## src/rtl/cpu_ctrl_pkg.sv

```systemverilog
// cpu_ctrl_pkg
// Shared definitions for the hardwired control unit that drives DataPath:
// FSM state encoding, instruction opcodes, ALU operation selects, the bit
// position of every strobe inside the 32-bit ctrl bundle, and a small
// opcode classifier shared by the decoder and the sequencer.
package cpu_ctrl_pkg;

    // One fetch/execute step per state; RESET_S and HALT_S are idle states.
    typedef enum logic [3:0] {
        RESET_S = 4'd0,
        T0      = 4'd1,
        T1      = 4'd2,
        T2      = 4'd3,
        T3      = 4'd4,
        T4      = 4'd5,
        T5      = 4'd6,
        T6      = 4'd7,
        T7      = 4'd8,
        HALT_S  = 4'd9
    } state_t;

    // Instruction families that share an execute sequence.
    typedef enum logic [2:0] {
        CLS_LD,
        CLS_LDI,
        CLS_ST,
        CLS_ALU,
        CLS_ALUI,
        CLS_BR,
        CLS_HALT,
        CLS_NOP
    } instr_class_t;

    // Opcodes, ir[31:27].
    localparam logic [4:0] OP_LD   = 5'b00000;
    localparam logic [4:0] OP_LDI  = 5'b00001;
    localparam logic [4:0] OP_ST   = 5'b00010;
    localparam logic [4:0] OP_ADD  = 5'b00011;
    localparam logic [4:0] OP_SUB  = 5'b00100;
    localparam logic [4:0] OP_AND  = 5'b00101;
    localparam logic [4:0] OP_OR   = 5'b00110;
    localparam logic [4:0] OP_SHR  = 5'b00111;
    localparam logic [4:0] OP_SHL  = 5'b01000;
    localparam logic [4:0] OP_ROR  = 5'b01001;
    localparam logic [4:0] OP_ROL  = 5'b01010;
    localparam logic [4:0] OP_ADDI = 5'b01011;
    localparam logic [4:0] OP_ANDI = 5'b01100;
    localparam logic [4:0] OP_ORI  = 5'b01101;
    localparam logic [4:0] OP_BR   = 5'b10011;
    localparam logic [4:0] OP_NOP  = 5'b11010;
    localparam logic [4:0] OP_HALT = 5'b11011;

    // ALU selects share the encoding of the matching register opcode.
    localparam logic [4:0] ALU_ADD = 5'b00011;
    localparam logic [4:0] ALU_AND = 5'b00101;
    localparam logic [4:0] ALU_OR  = 5'b00110;

    // Strobe positions inside ctrl; bits 31:20 are unused and stay 0.
    localparam int CTRL_PCOUT   = 0;
    localparam int CTRL_MARIN   = 1;
    localparam int CTRL_INCPC   = 2;
    localparam int CTRL_ZIN     = 3;
    localparam int CTRL_ZLOWOUT = 4;
    localparam int CTRL_PCIN    = 5;
    localparam int CTRL_READ    = 6;
    localparam int CTRL_WRITE   = 7;
    localparam int CTRL_MDRIN   = 8;
    localparam int CTRL_MDROUT  = 9;
    localparam int CTRL_IRIN    = 10;
    localparam int CTRL_GRA     = 11;
    localparam int CTRL_GRB     = 12;
    localparam int CTRL_GRC     = 13;
    localparam int CTRL_RIN     = 14;
    localparam int CTRL_ROUT    = 15;
    localparam int CTRL_BAOUT   = 16;
    localparam int CTRL_COUT    = 17;
    localparam int CTRL_YIN     = 18;
    localparam int CTRL_CONIN   = 19;

    // Map an opcode to its execute family; anything unknown behaves as nop.
    function automatic instr_class_t classify(input logic [4:0] op);
        case (op)
            OP_LD:   return CLS_LD;
            OP_LDI:  return CLS_LDI;
            OP_ST:   return CLS_ST;
            OP_ADD, OP_SUB, OP_AND, OP_OR,
            OP_SHR, OP_SHL, OP_ROR, OP_ROL:
                     return CLS_ALU;
            OP_ADDI, OP_ANDI, OP_ORI:
                     return CLS_ALUI;
            OP_BR:   return CLS_BR;
            OP_HALT: return CLS_HALT;
            default: return CLS_NOP;
        endcase
    endfunction

    // ALU operation used by an immediate-form instruction.
    function automatic logic [4:0] imm_alu_op(input logic [4:0] op);
        case (op)
            OP_ANDI: return ALU_AND;
            OP_ORI:  return ALU_OR;
            default: return ALU_ADD;
        endcase
    endfunction

endpackage

```

## src/rtl/ctrl_decode.sv

```systemverilog
// ctrl_decode
// Purely combinational strobe decoder: turns the current sequencer state,
// the instruction opcode and the branch condition into the DataPath strobe
// bundle and the ALU operation select. Strobes not named for a step are 0.
//
// Ports:
//   state   in   current sequencer state
//   opcode  in   ir[31:27]
//   con_ff  in   branch condition flip-flop (used only in the branch T6 step)
//   ctrl    out  32-bit strobe bundle, bit positions from cpu_ctrl_pkg
//   ops     out  ALU operation select
module ctrl_decode
    import cpu_ctrl_pkg::*;
#(
    parameter int OPW = 5
) (
    input  state_t           state,
    input  logic [4:0]       opcode,
    input  logic             con_ff,
    output logic [31:0]      ctrl,
    output logic [OPW-1:0]   ops
);

    instr_class_t cls;
    logic [4:0]   alu_sel;

    assign cls = classify(opcode);
    assign ops = OPW'(alu_sel);

    // Strobe table: fetch in T0..T2, family-specific execute steps after.
    always_comb begin
        ctrl    = '0;
        alu_sel = '0;
        case (state)
            T0: begin
                ctrl[CTRL_PCOUT] = 1'b1;
                ctrl[CTRL_MARIN] = 1'b1;
                ctrl[CTRL_INCPC] = 1'b1;
                ctrl[CTRL_ZIN]   = 1'b1;
            end
            T1: begin
                ctrl[CTRL_ZLOWOUT] = 1'b1;
                ctrl[CTRL_PCIN]    = 1'b1;
                ctrl[CTRL_READ]    = 1'b1;
                ctrl[CTRL_MDRIN]   = 1'b1;
            end
            T2: begin
                ctrl[CTRL_MDROUT] = 1'b1;
                ctrl[CTRL_IRIN]   = 1'b1;
            end
            T3: begin
                case (cls)
                    CLS_LD, CLS_LDI, CLS_ST: begin
                        ctrl[CTRL_GRB]   = 1'b1;
                        ctrl[CTRL_BAOUT] = 1'b1;
                        ctrl[CTRL_YIN]   = 1'b1;
                    end
                    CLS_ALU, CLS_ALUI: begin
                        ctrl[CTRL_GRB]  = 1'b1;
                        ctrl[CTRL_ROUT] = 1'b1;
                        ctrl[CTRL_YIN]  = 1'b1;
                    end
                    CLS_BR: begin
                        ctrl[CTRL_GRA]   = 1'b1;
                        ctrl[CTRL_ROUT]  = 1'b1;
                        ctrl[CTRL_CONIN] = 1'b1;
                    end
                    default: ;
                endcase
            end
            T4: begin
                case (cls)
                    CLS_LD, CLS_LDI, CLS_ST: begin
                        ctrl[CTRL_COUT] = 1'b1;
                        ctrl[CTRL_ZIN]  = 1'b1;
                        alu_sel         = ALU_ADD;
                    end
                    CLS_ALU: begin
                        ctrl[CTRL_GRC]  = 1'b1;
                        ctrl[CTRL_ROUT] = 1'b1;
                        ctrl[CTRL_ZIN]  = 1'b1;
                        alu_sel         = opcode;
                    end
                    CLS_ALUI: begin
                        ctrl[CTRL_COUT] = 1'b1;
                        ctrl[CTRL_ZIN]  = 1'b1;
                        alu_sel         = imm_alu_op(opcode);
                    end
                    CLS_BR: begin
                        ctrl[CTRL_PCOUT] = 1'b1;
                        ctrl[CTRL_YIN]   = 1'b1;
                    end
                    default: ;
                endcase
            end
            T5: begin
                case (cls)
                    CLS_LD, CLS_ST: begin
                        ctrl[CTRL_ZLOWOUT] = 1'b1;
                        ctrl[CTRL_MARIN]   = 1'b1;
                    end
                    CLS_LDI, CLS_ALU, CLS_ALUI: begin
                        ctrl[CTRL_ZLOWOUT] = 1'b1;
                        ctrl[CTRL_GRA]     = 1'b1;
                        ctrl[CTRL_RIN]     = 1'b1;
                    end
                    CLS_BR: begin
                        ctrl[CTRL_COUT] = 1'b1;
                        ctrl[CTRL_ZIN]  = 1'b1;
                        alu_sel         = ALU_ADD;
                    end
                    default: ;
                endcase
            end
            T6: begin
                case (cls)
                    CLS_LD: begin
                        ctrl[CTRL_READ]  = 1'b1;
                        ctrl[CTRL_MDRIN] = 1'b1;
                    end
                    // Read stays low so MDR captures the register value on the bus.
                    CLS_ST: begin
                        ctrl[CTRL_GRA]   = 1'b1;
                        ctrl[CTRL_ROUT]  = 1'b1;
                        ctrl[CTRL_MDRIN] = 1'b1;
                    end
                    // CON FF was loaded in T3, so it has settled by now.
                    CLS_BR: begin
                        ctrl[CTRL_ZLOWOUT] = 1'b1;
                        ctrl[CTRL_PCIN]    = con_ff;
                    end
                    default: ;
                endcase
            end
            T7: begin
                case (cls)
                    CLS_LD: begin
                        ctrl[CTRL_MDROUT] = 1'b1;
                        ctrl[CTRL_GRA]    = 1'b1;
                        ctrl[CTRL_RIN]    = 1'b1;
                    end
                    CLS_ST: begin
                        ctrl[CTRL_WRITE] = 1'b1;
                    end
                    default: ;
                endcase
            end
            default: ;
        endcase
    end

endmodule

```

## src/rtl/control_sequencer.sv

```systemverilog
// control_sequencer
// Hardwired control unit for DataPath. Fetches, decodes and executes one
// instruction at a time, stalling on the memory ready handshake for every
// Read/Write and flagging a sticky error if memory never answers.
//
// Optional build macro SINGLE_STEP_EN: adds a 'step' input; the sequencer
// then parks in T0 (all strobes low) until a rising edge of step, running
// exactly one instruction per pulse.
//
// Ports:
//   clock      in   system clock, rising edge
//   clear      in   asynchronous active-low reset
//   ir         in   instruction register contents (opcode in ir[31:27])
//   con_ff     in   branch condition flip-flop
//   mem_ready  in   memory finished the current Read/Write
//   step       in   single-step pulse (SINGLE_STEP_EN builds only)
//   ctrl       out  DataPath strobe bundle
//   ops        out  ALU operation select
//   run        out  high while fetching/executing
//   mem_err    out  sticky memory timeout flag
//   state_o    out  current state, for debug
module control_sequencer
    import cpu_ctrl_pkg::*;
#(
    parameter int OPW      = 5,
    parameter int WAIT_MAX = 15
) (
    input  logic             clock,
    input  logic             clear,
    input  logic [31:0]      ir,
    input  logic             con_ff,
    input  logic             mem_ready,
`ifdef SINGLE_STEP_EN
    input  logic             step,
`endif
    output logic [31:0]      ctrl,
    output logic [OPW-1:0]   ops,
    output logic             run,
    output logic             mem_err,
    output logic [3:0]       state_o
);

    // The counter only needs to reach WAIT_MAX-1; that cycle is the last one.
    localparam int CW = (WAIT_MAX < 2) ? 1 : $clog2(WAIT_MAX);

    state_t         state;
    state_t         state_next;
    instr_class_t   cls;
    logic [CW-1:0]  wait_cnt;
    logic           mem_wait;
    logic           timeout;
    logic           mem_done;
    logic           go;
    logic [31:0]    ctrl_raw;
    logic [26:0]    unused_ir_bits;

    assign cls            = classify(ir[31:27]);
    assign unused_ir_bits = ir[26:0];

    // Only the fetch read, the ld data read and the st write handshake with
    // memory; mem_ready in any other state has no effect.
    assign mem_wait = (state == T1)
                   || (state == T6 && cls == CLS_LD)
                   || (state == T7 && cls == CLS_ST);
    assign timeout  = mem_wait && !mem_ready && (wait_cnt == CW'(WAIT_MAX - 1));
    assign mem_done = mem_ready || timeout;

`ifdef SINGLE_STEP_EN
    logic step_prev;
    logic step_armed;

    // Edge detector: a new rising edge arms one instruction, and arming wins
    // over consumption so a pulse landing in the T0 exit cycle is not lost.
    always_ff @(posedge clock or negedge clear) begin
        if (!clear) begin
            step_prev  <= 1'b0;
            step_armed <= 1'b0;
        end else begin
            step_prev <= step;
            if (step && !step_prev) begin
                step_armed <= 1'b1;
            end else if (state == T0) begin
                step_armed <= 1'b0;
            end
        end
    end

    assign go = step_armed;
`else
    assign go = 1'b1;
`endif

    // State register, wait counter and sticky error flag.
    always_ff @(posedge clock or negedge clear) begin
        if (!clear) begin
            state    <= RESET_S;
            wait_cnt <= '0;
            mem_err  <= 1'b0;
        end else begin
            state <= state_next;
            if (mem_wait && !mem_ready && !timeout) begin
                wait_cnt <= wait_cnt + 1'b1;
            end else begin
                wait_cnt <= '0;
            end
            if (timeout) begin
                mem_err <= 1'b1;
            end
        end
    end

    // Next-state logic; a timeout advances exactly as if memory had answered.
    always_comb begin
        state_next = state;
        case (state)
            RESET_S: state_next = T0;
            T0:      if (go) state_next = T1;
            T1:      if (mem_done) state_next = T2;
            T2: begin
                case (cls)
                    CLS_HALT: state_next = HALT_S;
                    CLS_NOP:  state_next = T0;
                    default:  state_next = T3;
                endcase
            end
            T3:      state_next = T4;
            T4:      state_next = T5;
            T5: begin
                if (cls == CLS_LD || cls == CLS_ST || cls == CLS_BR) begin
                    state_next = T6;
                end else begin
                    state_next = T0;
                end
            end
            T6: begin
                if (cls == CLS_LD) begin
                    if (mem_done) state_next = T7;
                end else if (cls == CLS_ST) begin
                    state_next = T7;
                end else begin
                    state_next = T0;
                end
            end
            T7:      if (!mem_wait || mem_done) state_next = T0;
            HALT_S:  state_next = HALT_S;
            default: state_next = RESET_S;
        endcase
    end

    ctrl_decode #(
        .OPW    (OPW)
    ) u_decode (
        .state  (state),
        .opcode (ir[31:27]),
        .con_ff (con_ff),
        .ctrl   (ctrl_raw),
        .ops    (ops)
    );

    // Output gating: T0 is silent while waiting for a step, and PC must be
    // loaded only once while the fetch read is stalled in T1.
    always_comb begin
        ctrl = ctrl_raw;
        if (state == T0 && !go) begin
            ctrl = '0;
        end else if (state == T1 && wait_cnt != '0) begin
            ctrl[CTRL_PCIN] = 1'b0;
        end
    end

    assign run     = (state != RESET_S) && (state != HALT_S);
    assign state_o = state;

endmodule

```

## config.mk

```make
export PLATFORM = sky130hd
export DESIGN_NAME = control_sequencer
export DESIGN_NICKNAME = d
export VERILOG_FILES = /design/src/rtl/cpu_ctrl_pkg.sv /design/src/rtl/ctrl_decode.sv /design/src/rtl/control_sequencer.sv
export SDC_FILE = /design/constraint.sdc
export NUM_CORES = 1
export LEC_CHECK = 0
export ABC_AREA = 1
export ABC_CLOCK_PERIOD_IN_PS = 1700
export BUFFER_PORTS_ARGS = -buffer_cell sky130_fd_sc_hd__buf_2
export CORE_AREA = 2 2 58 60
export CTS_BUF_LIST = sky130_fd_sc_hd__clkbuf_16
export CTS_CLUSTER_DIAMETER = 60
export DETAILED_ROUTE_END_ITERATION = 8
export DIE_AREA = 0 0 60 62
export GPL_TIMING_DRIVEN = 0
export PLACE_DENSITY = 0.82
export SYNTH_ARGS = -nofsm -noshare
export SYNTH_HDL_FRONTEND = slang
export SYNTH_HIERARCHICAL = 1
export SYNTH_SLANG_ARGS = --single-unit
```

## constraint.sdc

```tcl
create_clock -name clock -period 1.7 [get_ports clock]
set_input_delay 0 -clock clock [delete_from_list [all_inputs] [get_ports clock]]
set_output_delay 0 -clock clock [all_outputs]
set_load 0.1 [all_outputs]
```

### Word-level counts from Yosys, hierarchy flattened

Memories as Yosys holds them, arrays and structs flattened.
Cells that the tools add are included.

* $add $sub $neg: 1
* multipliers: 0
* div/mod/pow operators: 0
* magnitude comparators: 0
* equality and inequality tests: 25
* shift operators: 0
* multiplexer cells: 44
* bitwise logic cells: 0
* reductions and logical operators: 28

Operators by type and width (number)
* 4-bit one-hot mux with 10 select lines: 1
* 4-bit 2-to-1 mux: 6
* 1-bit 2-to-1 mux: 18
* 4-bit by 3-bit equality test with 1-bit output, second input constant: 4
* 3-bit equality test, second input constant: 5
* 5-bit one-hot mux with 3 select lines: 1
* 1-bit one-hot mux with 2 select lines: 7
* 4-bit equality test, second input constant: 3
* 5-bit by 4-bit equality test with 1-bit output, second input constant: 2
* 5-bit one-hot mux with 2 select lines: 1
* 3-bit by 2-bit equality test with 1-bit output, second input constant: 3
* 1-bit one-hot mux with 3 select lines: 3
* 3-bit OR reduction: 3
* 4-bit by 2-bit equality test with 1-bit output, second input constant: 2
* 4-bit one-hot mux with 2 select lines: 1
* 4-bit nonzero test: 2
* 1-bit logical AND: 7
* 3-bit zero test: 2
* 1-bit logical OR: 6
* 3-bit one-hot mux with 2 select lines: 1
* 5-bit OR reduction: 1
* 4-bit by 1-bit adder with 4-bit output, second input constant: 1
* 4-bit by 1-bit equality test with 1-bit output, second input constant: 1
* 4-bit zero test: 1
* 13 further kinds: 16

* register bits: 9
* latch bits: 0
* bits in writable memories: 0
* memory bits (read-only): 192
* input port bits: 36
* output and inout port bits: 43
* memories kept: 2

Memory list
* (name not given): depth 32, width 3, read ports 1, clocked after memory_dff 0, write ports 0, line cpu_ctrl_pkg.sv:82 `case (op)`
* (name not given): depth 32, width 3, read ports 1, clocked after memory_dff 0, write ports 0, line cpu_ctrl_pkg.sv:82

### Longest topological paths before layout

An unclocked memory read counts as a cell.

* depth in word-level cells: 11
* depth in mapped cells: 11
* depth with buffers taken out: 11

### Hierarchy

The synthesis kept the hierarchy.

By module, submodules not included
* control_sequencer: instances 1, cells an instance 101, area each 703.2 µm², sequential area each 225.2 µm²
* ctrl_decode: instances 1, cells an instance 130, area each 619.3 µm², sequential area each 0.0 µm²

### Least setup slack after synthesis

OpenSTA, ideal clock, no wires.

* path type: reg2out
* from: reg state[1], in the netlist state_o[1]
* to: out ctrl[5]
* arrival: 3.938 ns
* slack: -2.238 ns
* cell stages (with the launch flop): 6
* buffers on the path: 0
* path through: dfrtp_1 inv_1 nor3_1 nand3_1 nand2_1 a21boi_0

* longest elaborated chain between the ends: 3
* elaborated cells between the ends (all ways): 5
* classes of those cells: eq/ne (2); mux (2); reduce/logical (1)

RTL lines
* start, declared: line control_sequencer.sv:46 `state_t state;`
* start signal, assigned: line control_sequencer.sv:100 `state <= state_next;`
* 4-bit by 3-bit equality test with 1-bit output or 4-bit by 2-bit equality test with 1-bit output (tied branches): line ctrl_decode.sv:34 `case (state)`
* 2-bit one-hot mux with 2 select lines *: line ctrl_decode.sv:34
* net ctrl_raw[5]: line control_sequencer.sv:54 `logic [31:0] ctrl_raw;`
* 1-bit 2-to-1 mux *: line control_sequencer.sv:166 `end else if (state == T1 && wait_cnt != '0) begin`
* end, declared: line control_sequencer.sv:36 `output logic [31:0] ctrl,`

The timed path passes the listed nets; every way through them passes the cells marked *.

### Worst setup path in the final report

* from: reg state[3], in the netlist state_o[3]
* to: out ops[1]

* longest elaborated chain between the ends: 2
* elaborated cells between the ends (all ways): 3
* classes of those cells: eq/ne (2); mux (1)

RTL lines
* 4-bit by 3-bit equality test with 1-bit output: line ctrl_decode.sv:34
* 5-bit one-hot mux with 2 select lines *: line ctrl_decode.sv:34
* end, declared: line control_sequencer.sv:37 `output logic [OPW-1:0] ops,`

Mark *: on every way between the ends. The rest lies on a longest branch, timed or not.

==> metrics.md <==
| Metric | Value |
|---|---|
| Chip Height | ~62 um |
| Setup TNS | -0.228 ns |
| Worst r2r src | state_o[3]$_DFFE_PN0P_ |
| DR vias/cell | around 4.9 |
| Max clock buf depth | 2 |
| Clk sinks | 9 |
| Die ar. | 3720 um^2 |
| Cells after synthesis | 231 |
| PwrDens | 1800 nW/um^2 |
| Crit Path Category | flip-flop to output pin |
| Hold_ws | 0.129 ns |
| Synth warn | 6 |
| Fin crit period | around 1.8 ns |
| Highest Clock Rate | 563 MHz |
| I/O Buffers | 38 |
| Final Skew | roughly 0.00099 ns |
| End of the worst register-to-register path | state_o[0]$_DFFE_PN0P_ |
| Hold path cells | 4 |
| GRT Total Usage | slightly above 20% |
| Reg2Reg Depth | 8 |
| Commonest cells in the netlist | 60 x nand2_1, 43 x inv_1, 26 x nor2_1 |
| Initial core utilization | between 40% and 50% |
| Total power | ~0.004 W |
| Post-synth EDFFs | 0 |
| Yosys cell types | 29 |
| Share of layout cells above drive strength 1 | between 40% and 50% |
| Period utilization | 104% |
| Post-Syn Area | 1320 um^2 |
| Post-synthesis sequential area ratio | between 10% and 20% |
| TritonCTS clock tree | yes |
| Root buf cell | clkbuf_16 |
| GRT overflow | 0 |
| Lkg Pwr | between 1 and 1.5 nW |
| Horiz. Die Dim | roughly 60 um |
| CTS Buf Count | 3 |
| CP Launch Point | state_o[3]$_DFFE_PN0P_ |
| Nets | between 300 and 400 |
| Final WL | just over 4000 um |
| First-pass detailed-route iteration total | 6 |
| Diode count | 0 |
| Outcome | finished with violations |
| Post-Layout Cell Count | 340 |
| Top post-synthesis cells by area | dfrtp_1 17%, nand2_1 17%, inv_1 12% |
| Worst setup EP type | output pin |
| Syn Area/Cell | roughly 5.7 um^2 |
| WL/cell | ~12 um |
| Core area | 3180 um^2 |
| Top cell type by total area after synthesis | dfrtp_1 |
| Worst path arrival time | 1.78 ns |
| Unrepaired setup endpoints after global routing | true |
| Detail Placement HPWL | ~2600 um |
| Req. time, crit path | roughly 1.7 ns |
| H-tree depth | 1 |
| # IOs | 79 |
| Yosys top cell area share | approximately 17% |
| Failing checks | setup timing |
| Largest net degree at the start of global routing | 15 |
| Top FF cell, synth | dfrtp_1 |
| Synthesized flop and latch total | 9 |
| Hold Crit Class | primary input to flip-flop |
| Final hold vios | 0 |
| Initial antenna violation count | 0 |
| Rows | 21 |
| Area Growth Syn to Fin | 72.3% |
| Setup crit end | ops[1] |
| Max Transition Viols Final | 0 |
| Max VDD drop | roughly 1.8 mV |
| Worst-path clk slew | roughly 0.04 ns |
| Startpoint Class | flip-flop |
| Global-route wire length before repair | ~5800 um |
| Most common cell in the synthesized netlist | nand2_1 |
| Synth async-reset ratio | 100% |
| Clk_lat worst skew | 0.23 ns |
| Drt drc | 0 |
| Max-capacitance violation count | 0 |
| Placer Congestion | ~0.92 |
| Reg-to-reg slack, setup | approximately 0.02 ns |
| Vias | roughly 1700 |
| Dpl cells | 327 |
| Final setup vio count | 5 |
| CP Max Fanout | 8 |
| Antenna Nets Post-Route | 0 |
| Vias in the first global route | between 1000 and 1500 |
| Setup ws final | -0.0760 ns |
| Iter 0 DRT Violations | between 60 and 70 |
area by class of cell:
type	instances	area [um^2]
Buffer	13	97.6
Clock buffer	3	75.1
Clock inverter	1	3.75
Fill cell	242	901
Inverter	45	191
Multi-Input combinational cell	176	1130
Sequential cell	9	240
Tap cell	46	57.6
Timing Repair Buffer	47	487
cells in the final DEF (no fill, tap or decap), types with 5 or more instances in the layout:
master / count
buf_12: 10
nand4_1: 12
inv_1: 34
nor2_2: 6
a21oi_1: 6
o21ai_0: 5
conb_1: 13
nor2_4: 8
nand2_2: 12
dfrtp_1: 5
buf_4: 26
nand2_1: 49
nor2_1: 14
buf_2: 13
nand3_1: 17
inv_2: 5
critical path: stages (launching register included):
cell and delay [ns]:
dfrtp_4 0.53, inv_4 0.10, nand2_8 0.07, inv_1 0.08
nand2_2 0.09, nor2_4 0.16, inv_2 0.07, nand2_2 0.09
nand2_1 0.09, clkinvlp_4 0.09, buf_12 0.16
worst min path at each step:
stage / start / to / slack [ns]
after floorplan: clear / mem_err$_DFFE_PN0P_ / -0.30
after global placement: clear / mem_err$_DFFE_PN0P_ / -0.14
after detailed placement: clear / mem_err$_DFFE_PN0P_ / -0.14
after CTS: mem_ready / mem_err$_DFFE_PN0P_ / 0.12
after global routing: clear / wait_cnt[1]$_DFF_PN0_ / 0.17
final: mem_ready / mem_err$_DFFE_PN0P_ / 0.13
sequential cells by signal, indices dropped and copies added (netlist names):
| signal | flops |
|---|---|
| wait_cnt | 4 |
| state_o | 4 |
| mem_err | 1 |
metal layers:
metal | track usage (%) | vias up | part of all wire, %
li1 | - | 841 | -
met1 | 24.9 | 748 | 39
met2 | 39.4 | 55 | 55
met3 | 0.828 | 7 | 4.3
met4 | 2.54 | 0 | 1.1
met5 | 0 | - | 0
kinds of logic after synthesis:
family / synth area share, %
compound gates: 8.61
flops: 17.0
xor+xnor: 1.32
fa+ha+maj: 2.84
other cells: 0.284
simple gates: 49.8
buf+inv: 20.2
where the power goes:
part	switching [W]	internal (W)	total, W
clock network	0.0000990	0.000307	0.000406
registers	0.000110	0.000292	0.000402
logic	0.00244	0.000844	0.00328
total	0.00265	0.00144	0.00409
metrics by stage:
stage,setup slack (ns),cell area [um^2],util (%)
2_1_floorplan,-0.328,1570,-
3_3_place_gp,-0.142,1820,57.2
3_5_place_dp,-0.168,1820,57.2
4_1_cts,-0.0188,2110,66.4
5_1_grt,-0.127,2280,71.7
6_report,-0.0760,2280,71.7
repair_timing:
item,in CTS,in global routing
endpoints found under the hold margin,9,0
resized for setup,47,39
pin swaps,2,2
setup endpoints to repair,29,29
hold buffers,1,0
setup buffers,5,3
Power figures use the tool's default switching activity.
